### config.mk
export PLATFORM = sky130hd
export DESIGN_NAME = hazard_stall_unit_flat
export DESIGN_NICKNAME = d
export VERILOG_FILES = /design/src/rtl/hazard_stall_unit_pkg.sv /design/src/rtl/hazard_stall_unit_if.sv /design/src/rtl/hazard_stall_unit_load_use.sv /design/src/rtl/hazard_stall_unit.sv /design/src/flat_wrapper.sv
export SDC_FILE = /design/constraint.sdc
export NUM_CORES = 1
export LEC_CHECK = 0
export CORE_MARGIN = 2
export CORE_UTILIZATION = 39
export CTS_CLUSTER_DIAMETER = 80
export DETAILED_ROUTE_END_ITERATION = 8
export PLACE_DENSITY = 0.79
export SLEW_MARGIN = 20
export SYNTH_ARGS = -nofsm -noshare
export SYNTH_HDL_FRONTEND = slang
export SYNTH_HIERARCHICAL = 1
export SYNTH_SLANG_ARGS = --single-unit
### constraint.sdc
create_clock -name clk -period 2.42 [get_ports clk]
set_input_delay 0.363 -clock clk [delete_from_list [all_inputs] [get_ports clk]]
set_output_delay 0.363 -clock clk [all_outputs]
set_load 0.05 [all_outputs]
### src/rtl/hazard_stall_unit_pkg.sv
`default_nettype none
// ============================================================================
// Module      : hazard_stall_unit_pkg
// Description : Opcode constants, FSM state encoding and small decode helpers
//               shared by the hazard stall unit and the instruction decoder.
// Revision    : 1.0 - initial release
// ============================================================================
package hazard_stall_unit_pkg;

  localparam logic [5:0] C_OP_RTYPE = 6'b000000;
  localparam logic [5:0] C_OP_BEQ   = 6'b000100;
  localparam logic [5:0] C_OP_BNE   = 6'b000101;
  localparam logic [5:0] C_OP_J     = 6'b000010;
  localparam logic [5:0] C_OP_LW    = 6'b100011;
  localparam logic [5:0] C_OP_SW    = 6'b101011;

  typedef enum logic [1:0] {
    IDLE    = 2'd0,
    BR_WAIT = 2'd1,
    HALT    = 2'd2
  } state_t;

  // Instructions whose rt field is a source operand (not a destination).
  function automatic logic op_reads_rt(input logic [5:0] op);
    return (op == C_OP_RTYPE) || (op == C_OP_BEQ) ||
           (op == C_OP_BNE)   || (op == C_OP_SW);
  endfunction

  // Conditional branches that must wait for EX to settle the outcome.
  function automatic logic op_is_branch(input logic [5:0] op);
    return (op == C_OP_BEQ) || (op == C_OP_BNE);
  endfunction

endpackage
`default_nettype wire

### src/rtl/hazard_stall_unit_if.sv
`default_nettype none
// ============================================================================
// Module      : hazard_stall_unit_if
// Description : Pipeline-side signal bundle of the hazard stall unit. The
//               master is the pipeline (drives ID/EX state), the slave is the
//               hazard unit (drives stall/flush/enable controls).
// Revision    : 1.0 - initial release
// ============================================================================
interface hazard_stall_unit_if #(
  parameter int CNT_W = 16
);
  logic [31:0]      id_inst;
  logic             ex_memr;
  logic [4:0]       ex_rt;
  logic             br_resolved;
  logic             undef_inst;
  logic             pipe_stall;
  logic             pc_write;
  logic             ifid_write;
  logic             ifid_flush;
  logic             halted;
  logic [CNT_W-1:0] stall_cnt;

  modport master (
    output id_inst, ex_memr, ex_rt, br_resolved, undef_inst,
    input  pipe_stall, pc_write, ifid_write, ifid_flush, halted, stall_cnt
  );

  modport slave (
    input  id_inst, ex_memr, ex_rt, br_resolved, undef_inst,
    output pipe_stall, pc_write, ifid_write, ifid_flush, halted, stall_cnt
  );
endinterface
`default_nettype wire

### src/rtl/hazard_stall_unit_load_use.sv
`default_nettype none
// ============================================================================
// Module      : load_use_detect
// Description : Combinational load-use hazard detection between the load in
//               ID/EX and the instruction in IF/ID.
// Revision    : 1.0 - initial release
// ============================================================================
module load_use_detect
  import hazard_stall_unit_pkg::*;
(
  input  logic [5:0] opcode_i,
  input  logic [4:0] rs_i,
  input  logic [4:0] rt_i,
  input  logic       ex_memr_i,
  input  logic [4:0] ex_rt_i,
  output logic       hazard_o
);

  logic w_rs_match;
  logic w_rt_match;

  // $0 is never a real dependency; rt only matters when the opcode reads it.
  assign w_rs_match = (ex_rt_i == rs_i);
  assign w_rt_match = (ex_rt_i == rt_i) && op_reads_rt(opcode_i);
  assign hazard_o   = ex_memr_i && (ex_rt_i != 5'd0) && (w_rs_match || w_rt_match);

endmodule
`default_nettype wire

### src/rtl/hazard_stall_unit.sv
`default_nettype none
// ============================================================================
// Module      : hazard_stall_unit
// Description : Pipeline hazard controller. Stalls one cycle on load-use,
//               freezes fetch while a branch resolves (with a timeout into
//               HALT), flushes on jumps, halts on undefined instructions and
//               counts stall cycles with saturation.
// Revision    : 1.0 - initial release
// ============================================================================
module hazard_stall_unit
  import hazard_stall_unit_pkg::*;
#(
  parameter int CNT_W      = 16,
  parameter int BR_TIMEOUT = 8
) (
  input  logic                clk,
  input  logic                rst,
  hazard_stall_unit_if.slave  bus
);

  localparam int                WAIT_W       = $clog2(BR_TIMEOUT + 1);
  localparam logic [WAIT_W-1:0] C_WAIT_LIMIT = WAIT_W'(BR_TIMEOUT);

  state_t            state_q, state_d;
  logic [WAIT_W-1:0] wait_cnt_q, wait_cnt_d;
  logic [CNT_W-1:0]  stall_cnt_q;
  logic              halted_q;

  logic [5:0]        w_opcode;
  logic              w_load_use;
  logic [WAIT_W-1:0] w_wait_inc;
  logic              w_pipe_stall;
  logic              w_pc_write;
  logic              w_ifid_write;
  logic              w_ifid_flush;
  logic              w_unused_imm;

  assign w_opcode     = bus.id_inst[31:26];
  assign w_wait_inc   = wait_cnt_q + WAIT_W'(1);
  // Immediate/rd/funct bits play no part in hazard decisions.
  assign w_unused_imm = ^bus.id_inst[15:0];

  load_use_detect u_load_use (
    .opcode_i  (w_opcode),
    .rs_i      (bus.id_inst[25:21]),
    .rt_i      (bus.id_inst[20:16]),
    .ex_memr_i (bus.ex_memr),
    .ex_rt_i   (bus.ex_rt),
    .hazard_o  (w_load_use)
  );

  // Mealy control outputs and next-state selection; reset forces free-run.
  always_comb begin
    state_d      = state_q;
    wait_cnt_d   = wait_cnt_q;
    w_pipe_stall = 1'b0;
    w_pc_write   = 1'b1;
    w_ifid_write = 1'b1;
    w_ifid_flush = 1'b0;
    if (!rst) begin
      case (state_q)
        IDLE: begin
          if (bus.undef_inst) begin
            state_d      = HALT;
            w_pipe_stall = 1'b1;
            w_pc_write   = 1'b0;
            w_ifid_write = 1'b0;
          end else if (w_load_use) begin
            w_pipe_stall = 1'b1;
            w_pc_write   = 1'b0;
            w_ifid_write = 1'b0;
          end else if (op_is_branch(w_opcode)) begin
            state_d      = BR_WAIT;
            wait_cnt_d   = '0;
            w_pc_write   = 1'b0;
            w_ifid_flush = 1'b1;
          end else if (w_opcode == C_OP_J) begin
            w_ifid_flush = 1'b1;
          end
        end
        BR_WAIT: begin
          w_pipe_stall = 1'b1;
          wait_cnt_d   = w_wait_inc;
          if (bus.br_resolved) begin
            w_ifid_flush = 1'b1;
            state_d      = IDLE;
          end else begin
            w_pc_write   = 1'b0;
            w_ifid_write = 1'b0;
            if (w_wait_inc == C_WAIT_LIMIT) begin
              state_d = HALT;
            end
          end
        end
        HALT: begin
          w_pipe_stall = 1'b1;
          w_pc_write   = 1'b0;
          w_ifid_write = 1'b0;
        end
        default: begin
          state_d = IDLE;
        end
      endcase
    end
  end

  // State, branch wait counter, halted flag and saturating stall counter.
  always_ff @(posedge clk) begin
    if (rst) begin
      state_q     <= IDLE;
      wait_cnt_q  <= '0;
      stall_cnt_q <= '0;
      halted_q    <= 1'b0;
    end else begin
      state_q    <= state_d;
      wait_cnt_q <= wait_cnt_d;
      halted_q   <= (state_d == HALT);
      if (w_pipe_stall && (stall_cnt_q != '1)) begin
        stall_cnt_q <= stall_cnt_q + CNT_W'(1);
      end
    end
  end

  assign bus.pipe_stall = w_pipe_stall;
  assign bus.pc_write   = w_pc_write;
  assign bus.ifid_write = w_ifid_write;
  assign bus.ifid_flush = w_ifid_flush;
  assign bus.halted     = halted_q;
  assign bus.stall_cnt  = stall_cnt_q;

endmodule
`default_nettype wire

### src/flat_wrapper.sv
// flat-port wrapper written by rule: the top's interface ports become plain ports
module hazard_stall_unit_flat import hazard_stall_unit_pkg::*;
#(
  parameter int CNT_W      = 16,
  parameter int BR_TIMEOUT = 8
)
  (clk, rst, bus_id_inst, bus_ex_memr, bus_ex_rt, bus_br_resolved, bus_undef_inst, bus_pipe_stall, bus_pc_write, bus_ifid_write, bus_ifid_flush, bus_halted, bus_stall_cnt);
  hazard_stall_unit_if #(.CNT_W(CNT_W)) bus_i ();
  input  logic clk;
  input  logic rst;
  input wire logic [$bits(bus_i.id_inst)-1:0] bus_id_inst;
  input wire logic [$bits(bus_i.ex_memr)-1:0] bus_ex_memr;
  input wire logic [$bits(bus_i.ex_rt)-1:0] bus_ex_rt;
  input wire logic [$bits(bus_i.br_resolved)-1:0] bus_br_resolved;
  input wire logic [$bits(bus_i.undef_inst)-1:0] bus_undef_inst;
  output wire logic [$bits(bus_i.pipe_stall)-1:0] bus_pipe_stall;
  output wire logic [$bits(bus_i.pc_write)-1:0] bus_pc_write;
  output wire logic [$bits(bus_i.ifid_write)-1:0] bus_ifid_write;
  output wire logic [$bits(bus_i.ifid_flush)-1:0] bus_ifid_flush;
  output wire logic [$bits(bus_i.halted)-1:0] bus_halted;
  output wire logic [$bits(bus_i.stall_cnt)-1:0] bus_stall_cnt;
  assign bus_i.id_inst = bus_id_inst;
  assign bus_i.ex_memr = bus_ex_memr;
  assign bus_i.ex_rt = bus_ex_rt;
  assign bus_i.br_resolved = bus_br_resolved;
  assign bus_i.undef_inst = bus_undef_inst;
  assign bus_pipe_stall = bus_i.pipe_stall;
  assign bus_pc_write = bus_i.pc_write;
  assign bus_ifid_write = bus_i.ifid_write;
  assign bus_ifid_flush = bus_i.ifid_flush;
  assign bus_halted = bus_i.halted;
  assign bus_stall_cnt = bus_i.stall_cnt;
  hazard_stall_unit #(.CNT_W(CNT_W), .BR_TIMEOUT(BR_TIMEOUT)) u_core (.clk(clk), .rst(rst), .bus(bus_i));
endmodule
# After elaboration in Yosys (flattened, before gate mapping)
# Index checks and enable logic that the tools add are counted.
[classes] addsub=2 eq_ne=14 n_mux=31 n_reduce_logical=15
[op_table] cell="16-bit by 1-bit adder with 16-bit output (second input constant)" n=1
[op_table] cell="1-bit two-way mux" n=16
[op_table] cell="16-bit != test (second input constant)" n=1
[op_table] cell="6-bit by 3-bit == test with 1-bit output (second input constant)" n=2
[op_table] cell="2-bit two-way mux" n=6
[op_table] cell="4-bit two-way mux" n=3
[op_table] cell="5-bit == test" n=2
[op_table] cell="4-bit one-hot mux with 2 select lines" n=1
[op_table] cell="6-bit by 2-bit == test with 1-bit output (second input constant)" n=1
[op_table] cell="6-bit == test (second input constant)" n=1
[op_table] cell="6-bit logical NOT" n=1
[op_table] cell="1-bit one-hot mux with 3 select lines" n=2
[op_table] cell="2-bit one-hot mux with 3 select lines" n=1
[op_table] cell="1-bit logical OR" n=5
[op_table] cell="5-bit nonzero test" n=1
[op_table] cell="4-bit by 1-bit adder with 4-bit output (second input constant)" n=1
[op_table] cell="2-bit == test (second input constant)" n=2
[op_table] cell="4-bit == test (second input constant)" n=1
[op_table] cell="1-bit logical AND" n=4
[op_table] cell="2-bit != test (second input constant)" n=2
[op_table] cell="1-bit one-hot mux with 2 select lines" n=2
[op_table] cell="4-bit AND reduction" n=1
[op_table] cell="2-bit by 1-bit == test with 1-bit output (second input constant)" n=1
[op_table] cell="2-bit logical NOT" n=1
[op_table] cell="other kinds (3)" n=3
[totals] register_bits=23 input_bits=42 out_inout_bits=21 elab_cells=66

# Longest topological paths before layout
# Gate-level depths: netlist of the first run.
[depth] depth_word=12 mapped_depth=10 depth_no_buf=9

# Modules after synthesis
# The synthesis of the first run kept the hierarchy.
[by_module_without_submodules] mod="hazard_stall_unit" instances=1 cells_per_inst=162 area_per_inst_um2=1426.4 seq_area_each_um2=460.4
[by_module_without_submodules] mod="load_use_detect" instances=1 cells_per_inst=20 area_per_inst_um2=152.6 seq_area_each_um2=0.0

# Worst setup path after synthesis of the first run
# OpenSTA, ideal clock, no wires.
[synth_path] path_type="in2out" start="input bus_ex_rt[1]" end="output bus_ifid_flush" t_arrival_ns=2.300 required_ns=2.057 setup_slack_ns=-0.243 stages=6 n_path_buf=0 cell_sequence="or4_1 > o21ai_0 > a21oi_1 > nor3b_1 > o211ai_1 > a21oi_1"
[synth_via] elab_chain_cells=8 word_cells_on_any_way=11 cone_classes="eq/ne: 2; mux: 4; reduce/logical: 5"
[synth_rtl] item="start, declared" line_no="flat_wrapper.sv:13" rtl="input wire logic [$bits(bus_i.ex_rt)-1:0] bus_ex_rt;"
[synth_rtl] item="5-bit == test" line_no="hazard_stall_unit_load_use.sv:24" rtl="assign w_rt_match = (ex_rt_i == rt_i) && op_reads_rt(opcode_i);"
[synth_rtl] item="1-bit logical AND" line_no="hazard_stall_unit_load_use.sv:24"
[synth_rtl] item="1-bit logical OR" line_no="hazard_stall_unit_load_use.sv:25" rtl="assign hazard_o = ex_memr_i && (ex_rt_i != 5'd0) && (w_rs_match || w_rt_match);"
[synth_rtl] item="1-bit logical AND *" line_no="hazard_stall_unit_load_use.sv:25"
[synth_rtl] item="via u_core.w_load_use" line_no="hazard_stall_unit.sv:30" rtl="logic w_load_use;"
[synth_rtl] item="1-bit two-way mux *" line_no="hazard_stall_unit.sv:68" rtl="end else if (w_load_use) begin"
[synth_rtl] item="1-bit two-way mux *" line_no="hazard_stall_unit.sv:63" rtl="if (bus.undef_inst) begin"
[synth_rtl] item="1-bit one-hot mux with 2 select lines *" line_no="hazard_stall_unit.sv:61" rtl="case (state_q)"
[synth_rtl] item="1-bit two-way mux *" line_no="hazard_stall_unit.sv:60" rtl="if (!rst) begin"
[synth_rtl] item="end, declared" line_no="flat_wrapper.sv:19" rtl="output wire logic [$bits(bus_i.ifid_flush)-1:0] bus_ifid_flush;"
# The timed path passes the listed nets; every way through them passes the cells marked *.

# Worst setup path in the final report of the first run
[layout_path] start="input bus_id_inst[26]" end="output bus_pipe_stall"
[layout_via] elab_chain_cells=11 word_cells_on_any_way=14 cone_classes="eq/ne: 3; mux: 4; reduce/logical: 7"
[layout_rtl] item="start, declared" line_no="flat_wrapper.sv:11" rtl="input wire logic [$bits(bus_i.id_inst)-1:0] bus_id_inst;"
[layout_rtl] item="6-bit by 3-bit == test with 1-bit output / 6-bit logical NOT (equally long branches)" line_no="hazard_stall_unit_pkg.sv:25" rtl="return (op == C_OP_RTYPE) || (op == C_OP_BEQ) ||"
[layout_rtl] item="1-bit logical OR (2 in series)" line_no="hazard_stall_unit_pkg.sv:25"
[layout_rtl] item="1-bit logical OR *" line_no="hazard_stall_unit_pkg.sv:26" rtl="(op == C_OP_BNE) || (op == C_OP_SW);"
[layout_rtl] item="1-bit logical AND *" line_no="hazard_stall_unit_load_use.sv:24"
[layout_rtl] item="1-bit logical OR *" line_no="hazard_stall_unit_load_use.sv:25"
[layout_rtl] item="1-bit logical AND *" line_no="hazard_stall_unit_load_use.sv:25"
[layout_rtl] item="via u_core.w_load_use" line_no="hazard_stall_unit.sv:30"
[layout_rtl] item="1-bit two-way mux *" line_no="hazard_stall_unit.sv:68"
[layout_rtl] item="1-bit two-way mux *" line_no="hazard_stall_unit.sv:63"
[layout_rtl] item="1-bit one-hot mux with 2 select lines *" line_no="hazard_stall_unit.sv:61"
[layout_rtl] item="1-bit two-way mux *" line_no="hazard_stall_unit.sv:60"
[layout_rtl] item="end, declared" line_no="flat_wrapper.sv:16" rtl="output wire logic [$bits(bus_i.pipe_stall)-1:0] bus_pipe_stall;"
# Marks and branches as above.

==> Flow_metrics.wiki, run 1 <==
{| class="wikitable"
! Metric !! Value
|-
| Antenna diode count || 0
|-
| Setup TNS || -0.719 ns
|-
| Share of post-route cells with drive strength above 1 || 0.323
|-
| Number of buffers added by the clock tree synthesis step || 3
|-
| Number of nets in the synthesized netlist || 230
|-
| Area delta synth->final || 56.4%
|-
| Required arrival time at the worst endpoint || 2.06 ns
|-
| Number of warnings issued by yosys || 6
|-
| Highest clock rate || 390 MHz
|-
| Setup crit start kind || input pin
|-
| Drt first-iter violations || 120
|-
| Global-route wire length before repair || 7080 µm
|-
| Overall Global Routing Usage || 0.200
|-
| Crit share post-route || 1.06
|-
| Setup repair after global routing missed its margin || yes
|-
| Flip-flop cell with the highest count after synthesis || sky130_fd_sc_hd__dfxtp_1
|-
| Met2 routing resource usage after global routing || 0.376
|-
| Data arrival, critical path || 2.20 ns
|-
| Element type at the critical path end || primary output
|-
| Top-area cell type share of the netlist area || 0.292
|-
| Reg clk slew, reported paths || 0.09 ns
|-
| Highest ir drop seen on vdd || 0.232 mV
|-
| Shortest clock period the worst path allows after layout || 2.57 ns
|-
| Most used routing layer in global routing || met2
|-
| Initial core utilization || 0.401
|-
| Maximum count of clock buffers along a single path || 2
|-
| Grt met1 use || 0.210
|-
| Met3 track demand over resource || 0.0467
|-
| Net count of the finished layout || 297
|-
| Clock tree from TritonCTS || yes
|-
| Worst setup path class || in -> out
|-
| Power Density || 359 mW/mm²
|-
| Cell at the root of the clock tree || sky130_fd_sc_hd__clkbuf_8
|-
| Gate Count Post-Synth || 182
|-
| Antenna violations before repair || 0
|-
| Number of storage elements in the synthesis netlist || 23
|-
| Leading post-synthesis cells by cell area || sky130_fd_sc_hd__dfxtp_1 (29%), sky130_fd_sc_hd__ha_1 (4.8%), sky130_fd_sc_hd__a21oi_1 (4.4%)
|-
| Post-Route Skew || 0.00738 ns
|-
| Count of flip-flops with a built-in enable after synthesis || 0
|-
| FFs w/ async S/R, synth || 0
|-
| Violations in the final reports || negative setup slack
|-
| Beginning of the worst hold path || u_core/wait_cnt_q[3]
|-
| Clock Latency Late Sink || 0.27 ns
|-
| Tot Pwr || 0.000886 W
|-
| Vertical die dimension || 67.6 µm
|-
| Total clock sinks || 23
|-
| Maximum number of pins on one net before global-route repair || 21
|-
| Fillers || 352
|-
| Number of primary I/O pins || 63
|-
| Total congestion overflow after global routing || 0
|-
| # rows || 23
|-
| Port bufs || 46
|-
| Die area || 0.00457 mm²
|-
| Class of the tightest hold or removal check || reg -> reg
|-
| Launch instance of the worst register-to-register path || u_core/bus.stall_cnt[1]
|-
| Number of distinct library cells after synthesis || 52
|-
| Maximum capacitance violations || 0
|-
| Number of hold buffers added after cts || 0
|-
| Final Wtd Congestion || 0.722
|-
| Number of pins exceeding their max-slew limit in the final report || 0
|-
| Static power due to leakage || 0.897 nW
|-
| Core footprint || 0.00394 mm²
|-
| Via count normalized by instance count || 5.86
|-
| Leading area contributor after synthesis || sky130_fd_sc_hd__dfxtp_1
|-
| Run status || finished, violations left
|-
| Remaining antenna violation count || 0
|-
| H-tree lvl count || 1
|-
| Number of setup violations in the final report || 10
|-
| Area of the mapped netlist || 0.00158 mm²
|-
| Start point of the critical path || bus_id_inst[26]
|-
| Average wire per standard cell || 14.9 µm
|-
| Total wire length || 4440 µm
|-
| Largest driver fanout on the critical path || 2
|-
| Iteration count of the initial detailed-routing pass || 4
|-
| Setup slack after layout || -0.145 ns
|-
| Hpwl dp || 3090 µm
|-
| Total via count in the routed design || 1747
|-
| Die X || 67.6 µm
|-
| Vias in the first global route || 1704
|-
| Max_slew headroom || 0.401
|-
| Remaining design rule violation count || 0
|-
| Measured slew at the worst slew-check pin || 0.891 ns
|-
| Portion of the post-synthesis area used by sequential elements || 0.292
|-
| Hold Vio Cnt, Final || 0
|-
| Post-synthesis area per instance || 8.68 µm²
|}
==> state kept, by name, summed over array words and instances (netlist names) <==
signal and count:
u_core/bus.halted 1, u_core/bus.stall_cnt 16, u_core/state_q 2, u_core/wait_cnt_q 4
==> per-stage QoR <==
stage | util | cells | hold slack, ns | worst slack [ns] | instance area [µm²]
2_1_floorplan | - | 182 | 0.462 | 0.00512 | 1610
3_3_place_gp | 0.561 | 289 | 0.491 | -0.543 | 2210
3_5_place_dp | 0.561 | 289 | 0.505 | -0.609 | 2210
4_1_cts | 0.606 | 299 | 0.526 | -0.139 | 2390
5_1_grt | 0.626 | 298 | 0.566 | -0.212 | 2470
6_report | 0.626 | 298 | 0.527 | -0.145 | 2470
==> cells in the final DEF (no fill, tap or decap), drive strengths merged, types with 3 or more instances in the layout <==
| master | count |
|---|---|
| a21oi | 14 |
| and3 | 5 |
| buf | 33 |
| clkbuf | 4 |
| clkdlybuf4s50 | 31 |
| dfxtp | 23 |
| ha | 6 |
| inv | 6 |
| nand2 | 9 |
| nand3 | 11 |
| nand3b | 4 |
| nand4 | 7 |
| nor2 | 7 |
| nor2b | 3 |
| nor3 | 4 |
| nor4 | 3 |
| o211ai | 3 |
| o21ai | 5 |
| o311ai | 5 |
| o31ai | 8 |
| o41ai | 4 |
| or4 | 9 |
| xnor2 | 6 |
| xor2 | 4 |
==> final timing paths <==
kind / slack [ns] / end / cells past startpoint
hold / removal: 0.53 / u_core/wait_cnt_q[3] / 2
setup reg to reg: 0.17 / u_core/bus.stall_cnt[6] / 5
hold reg to reg: 0.53 / u_core/wait_cnt_q[3] / 2
setup / recovery: -0.15 / bus_pipe_stall / 10
==> synth_stat cells (all sizes together), types with 2 or more instances <==
master,n
and4,2
a31oi,2
o21ai,5
xnor2,6
nor3b,2
o311ai,5
o21a,2
o31ai,8
inv,7
o211ai,3
nor2b,3
nor3,4
ha,6
a32oi,2
nor4,3
xor2,4
o41ai,4
a31o,2
buf,5
and3,5
nand2,9
nor2,7
nand4,7
clkbuf,3
nand3b,4
nand3,11
or4,9
dfxtp,23
a21oi,14
==> routing by layer <==
metal  wire [µm]  up-vias
li1            -      855
met1        1760      816
met2        2310       67
met3         287        9
met4          76        0
met5           0        -
==> critical path, stage by stage <==
cell,delay (ns)
sky130_fd_sc_hd__buf_6,0.09
sky130_fd_sc_hd__nor2b_4,0.11
sky130_fd_sc_hd__or4_1,0.47
sky130_fd_sc_hd__a2111o_1,0.39
sky130_fd_sc_hd__a21oi_2,0.18
sky130_fd_sc_hd__o21a_1,0.17
sky130_fd_sc_hd__o21ai_2,0.07
sky130_fd_sc_hd__buf_6,0.14
sky130_fd_sc_hd__clkinvlp_4,0.08
sky130_fd_sc_hd__buf_8,0.14
==> power by group <==
| group | switching, W | leakage, nW | total, W | internal, W |
|---|---|---|---|---|
| clock network | 0.000130 | 0.0255 | 0.000246 | 0.000115 |
| registers | 0.00000714 | 0.186 | 0.000392 | 0.000385 |
| logic | 0.000127 | 0.685 | 0.000249 | 0.000122 |
==> what timing repair did <==
item,in CTS,in global routing
resized for setup,43,24
endpoints found under the setup margin,25,22
setup buffers,6,0
pin swaps,18,10
cloned,0,0
==> cells by family (layout without fill, tap and decap cells) <==
family	Yosys count	count (layout)	synth area share
XOR/XNOR	10	10	0.0555
AND/OR/NAND/NOR	72	72	0.292
AO/OA/AOI/OAI	54	54	0.242
multiplexers	1	1	0.00713
flip-flops	23	23	0.292
buffers and inverters	16	82	0.0642
adder cells (fa/ha/maj)	6	6	0.0475
==> cell type report <==
class	count	area [µm²]	share of cell area
multi-input cells	143	1210	0.490
repair buffers	71	661	0.267
flip-flops and latches	23	460	0.186
well taps	50	62.6	0.0253
clock buffers	3	41.3	0.0167
inverters	7	30.0	0.0122
clock inverters	1	5.00	0.00203
Note: power is estimated with default switching activity, not from simulation.
==> run 2: changes to the inputs <==
Settings changed: CORE_ASPECT_RATIO set to 0.5, CORE_UTILIZATION 39 to 45, PLACE_DENSITY 0.79 to 0.86, SETUP_SLACK_MARGIN set to 0.3.
Clock period 2.42 ns to 3.2 ns, I/O delays scaled along.
==> run 2 against run 1 <==
  * The flow now finishes without violations
  * Clock power fell by 24%
  * Sequential power fell by 24%
  * Highest routed layer unchanged
  * Clock skew is 0.0016 ns lower
  * Sequential share of layout area increased by 1.8 points
  * Routed wire length down 7.5%
  * Count of clock-buffer cells in the layout unchanged
  * Combinational power down 33%
  * Die area fell by 12%
  * Via count decreased by 0.69%
  * Critical path depth is 1 lower
==> Flow_metrics.wiki, run 2 (synthesized netlist as in run 1, its figures left out) <==
{| class="wikitable"
! Metric !! Value
|-
| Run status || complete, no violations
|-
| Core footprint || 0.00340 mm² (-14%)
|-
| Number of buffers added by the clock tree synthesis step || 3 (unchanged)
|-
| Post-Route Skew || 0.00580 ns (-0.00157 ns)
|-
| Global-route wire length before repair || 6410 µm (-9.5%)
|-
| Max reg flops || 16 (unchanged)
|-
| Crit-path max cell delay || 0.46 ns (about the same)
|-
| Fraction of power spent switching nets || 0.293 (-0.00477)
|-
| Maximum count of clock buffers along a single path || 2 (unchanged)
|-
| Part of the total power dissipated in the clock network || 0.289 (+0.012)
|-
| Maximum number of pins on one net before global-route repair || 21 (unchanged)
|-
| Antenna diode count || 0 (unchanged)
|-
| Class of the tightest hold or removal check || reg -> reg
|-
| Vias in the first global route || 1544 (-9.4%)
|-
| Total congestion overflow after global routing || 0 (unchanged)
|-
| Total wire length || 4100 µm (-7.5%)
|-
| Data arrival, critical path || 2.37 ns (+0.17 ns)
|-
| Most frequent standard cell in the layout excluding fill and tap cells || sky130_fd_sc_hd__clkdlybuf4s50_1
|-
| Combinational cell fraction of total power || 0.256 (-0.024)
|-
| Number of non-filler instances in the completed layout || 294 (-1.3%)
|-
| Final cell area excluding filler cells || 0.00225 mm² (-8.7%)
|-
| Total via count in the routed design || 1735 (-0.69%)
|-
| Initial core utilization || 0.465 (+0.0643)
|-
| Largest driver fanout on the critical path || 4 (+2)
|-
| Crit share post-route || 0.891
|-
| Number of primary I/O pins || 63 (unchanged)
|-
| Die X || 87.8 µm (+30%)
|-
| Setup crit start kind || input pin
|-
| Cell with the largest stage delay on the worst path || sky130_fd_sc_hd__or4_1
|-
| Vertical die dimension || 45.9 µm (-32%)
|-
| Number of setup violations in the final report || 0 (-10)
|-
| Remaining design rule violation count || 0 (unchanged)
|-
| H-tree lvl count || 1 (unchanged)
|-
| Average wire per standard cell || 14.0 µm (-6.3%)
|-
| Clock Latency Late Sink || 0.27 ns (about the same)
|-
| Highest ir drop seen on vdd || 0.158 mV (-32%)
|-
| Max_slew headroom || 0.380 (-0.0212)
|-
| Area delta synth->final || 42.8%
|-
| Maximum capacitance violations || 0 (unchanged)
|-
| Register cell area after layout || 460 µm² (unchanged)
|-
| Shortest clock period the worst path allows after layout || 2.85 ns
|-
| Static power due to leakage || 0.815 nW (-9.1%)
|-
| Net count of the finished layout || 292 (-1.7%)
|-
| Most used cells in the layout excluding fill and tap cells || sky130_fd_sc_hd__clkdlybuf4s50_1 (33), sky130_fd_sc_hd__dfxtp_1 (23), sky130_fd_sc_hd__buf_4 (22), sky130_fd_sc_hd__a21oi_1 (12)
|-
| Hold Vio Cnt, Final || 0 (unchanged)
|-
| Drt first-iter violations || 54 (-55%)
|-
| Number of pins exceeding their max-slew limit in the final report || 0 (unchanged)
|-
| Area taken by multi-input logic gates || 0.00106 mm² (-13%)
|-
| Cell at the root of the clock tree || sky130_fd_sc_hd__clkbuf_8
|-
| Hpwl dp || 3120 µm (+1.0%)
|-
| Antenna violations before repair || 0 (unchanged)
|-
| Post-route core utilization || 0.664 (+0.0373)
|-
| Part of the power in registers || 0.455 (+0.013)
|-
| Port bufs || 46 (unchanged)
|-
| Worst setup path class || in -> out
|-
| Critical path, cell by cell || buf_6 > nor2b_4 > or4_1 > a2111o_1 > a21oi_2 > o21a_1 > o21ai_1 > inv_1 > buf_4
|-
| Setup TNS || 0 ns (+0.719 ns)
|-
| # rows || 15 (-35%)
|-
| Final Wtd Congestion || 0.815 (+13%)
|-
| Iteration count of the initial detailed-routing pass || 4 (unchanged)
|-
| Die area || 0.00403 mm² (-12%)
|-
| Overall Global Routing Usage || 0.207 (+0.00708)
|-
| Placed inst area || 0.00218 mm² (-1.5%)
|-
| Remaining antenna violation count || 0 (unchanged)
|-
| Clock tree from TritonCTS || yes
|-
| Measured slew at the worst slew-check pin || 0.922 ns (+0.0315 ns)
|-
| Power Density || 288 mW/mm² (-20%)
|-
| Internal power || 0.000459 W (-26%)
|-
| Setup repair after global routing missed its margin || no
|-
| Placed cell count || 290 (+0.35%)
|-
| Required arrival time at the worst endpoint || 2.72 ns (+0.66 ns)
|-
| Via count normalized by instance count || 5.90 (+0.66%)
|-
| Highest clock rate || 351 MHz
|-
| Total clock sinks || 23 (unchanged)
|-
| Sw Pwr || 0.000191 W (-28%)
|-
| Fillers || 281 (-20%)
|-
| Share of post-route cells with drive strength above 1 || 0.202 (-0.121)
|-
| Reg clk slew, reported paths || 0.08 ns (about the same)
|-
| Element type at the critical path end || primary output
|}
[run 2: cell count changes in the layout (fill, tap and decap cells not counted), moves of 5 or more]
cell / delta
sky130_fd_sc_hd__or4_1: +6
sky130_fd_sc_hd__or4_4: -6
sky130_fd_sc_hd__o311ai_0: +5
sky130_fd_sc_hd__a21oi_1: +5
sky130_fd_sc_hd__a21oi_2: -5
[run 2: critical path: cells and delay by family]
kind	cells	cell delay [ns]
AO/OA/AOI/OAI	4	0.88
AND/OR/NAND/NOR	2	0.57
buffers and inverters	3	0.42
[run 2: final timing paths]
check | from | end | slack, ns | cells after the start
worst max-delay path | bus_id_inst[26] | bus_pipe_stall | 0.35 | 9
worst min-delay path | u_core/bus.stall_cnt[7] | u_core/bus.stall_cnt[7] | 0.52 | 2
worst max register to register | u_core/bus.stall_cnt[0] | u_core/bus.stall_cnt[3] | 0.98 | 5
worst min register to register | u_core/bus.stall_cnt[7] | u_core/bus.stall_cnt[7] | 0.52 | 2
[run 2: layer usage]
metal | GRT usage | vias to the layer above | routed length (µm)
met4 | 0.0954 | 0 | 74
met5 | 0 | - | 0
met3 | 0.0507 | 8 | 257
met1 | 0.228 | 820 | 1640
met2 | 0.388 | 63 | 2130
li1 | - | 844 | -
[run 2: power groups by stage]
stage / logic, W / clock network (W) / registers (W)
after floorplan: 0.0000711 / 0 / 0.000314
after global placement: 0.000159 / 0 / 0.000302
after detailed placement: 0.000162 / 0 / 0.000303
after CTS: 0.000161 / 0.000191 / 0.000296
after global routing: 0.000178 / 0.000202 / 0.000297
final: 0.000166 / 0.000188 / 0.000296
[run 2: per-stage QoR]
step                      setup WS, ns  total power, W  hold slack (ns)
after global routing             0.283        0.000677            0.539
final                            0.349        0.000650            0.517
after floorplan                  0.303        0.000385            0.462
after global placement         -0.0185        0.000461            0.487
after detailed placement       -0.0747        0.000465            0.502
after CTS                        0.311        0.000648            0.519
[run 2: area by class of cell]
type	instances	area share
clock buffer	3	0.0183
clock inverter	1	0.00222
inverter	7	0.0117
multi-input combinational	143	0.469
sequential	23	0.204
tap	51	0.0283
timing repair buffer	66	0.266
[run 2: repair_timing]
item | in CTS | in global routing
buffers inserted | 0 | 0
pin swaps | 9 | 7
endpoints found under the setup margin | 14 | 4
hold buffers | 0 | 0
endpoints found under the hold margin | 0 | 0
resized for setup | 13 | 18
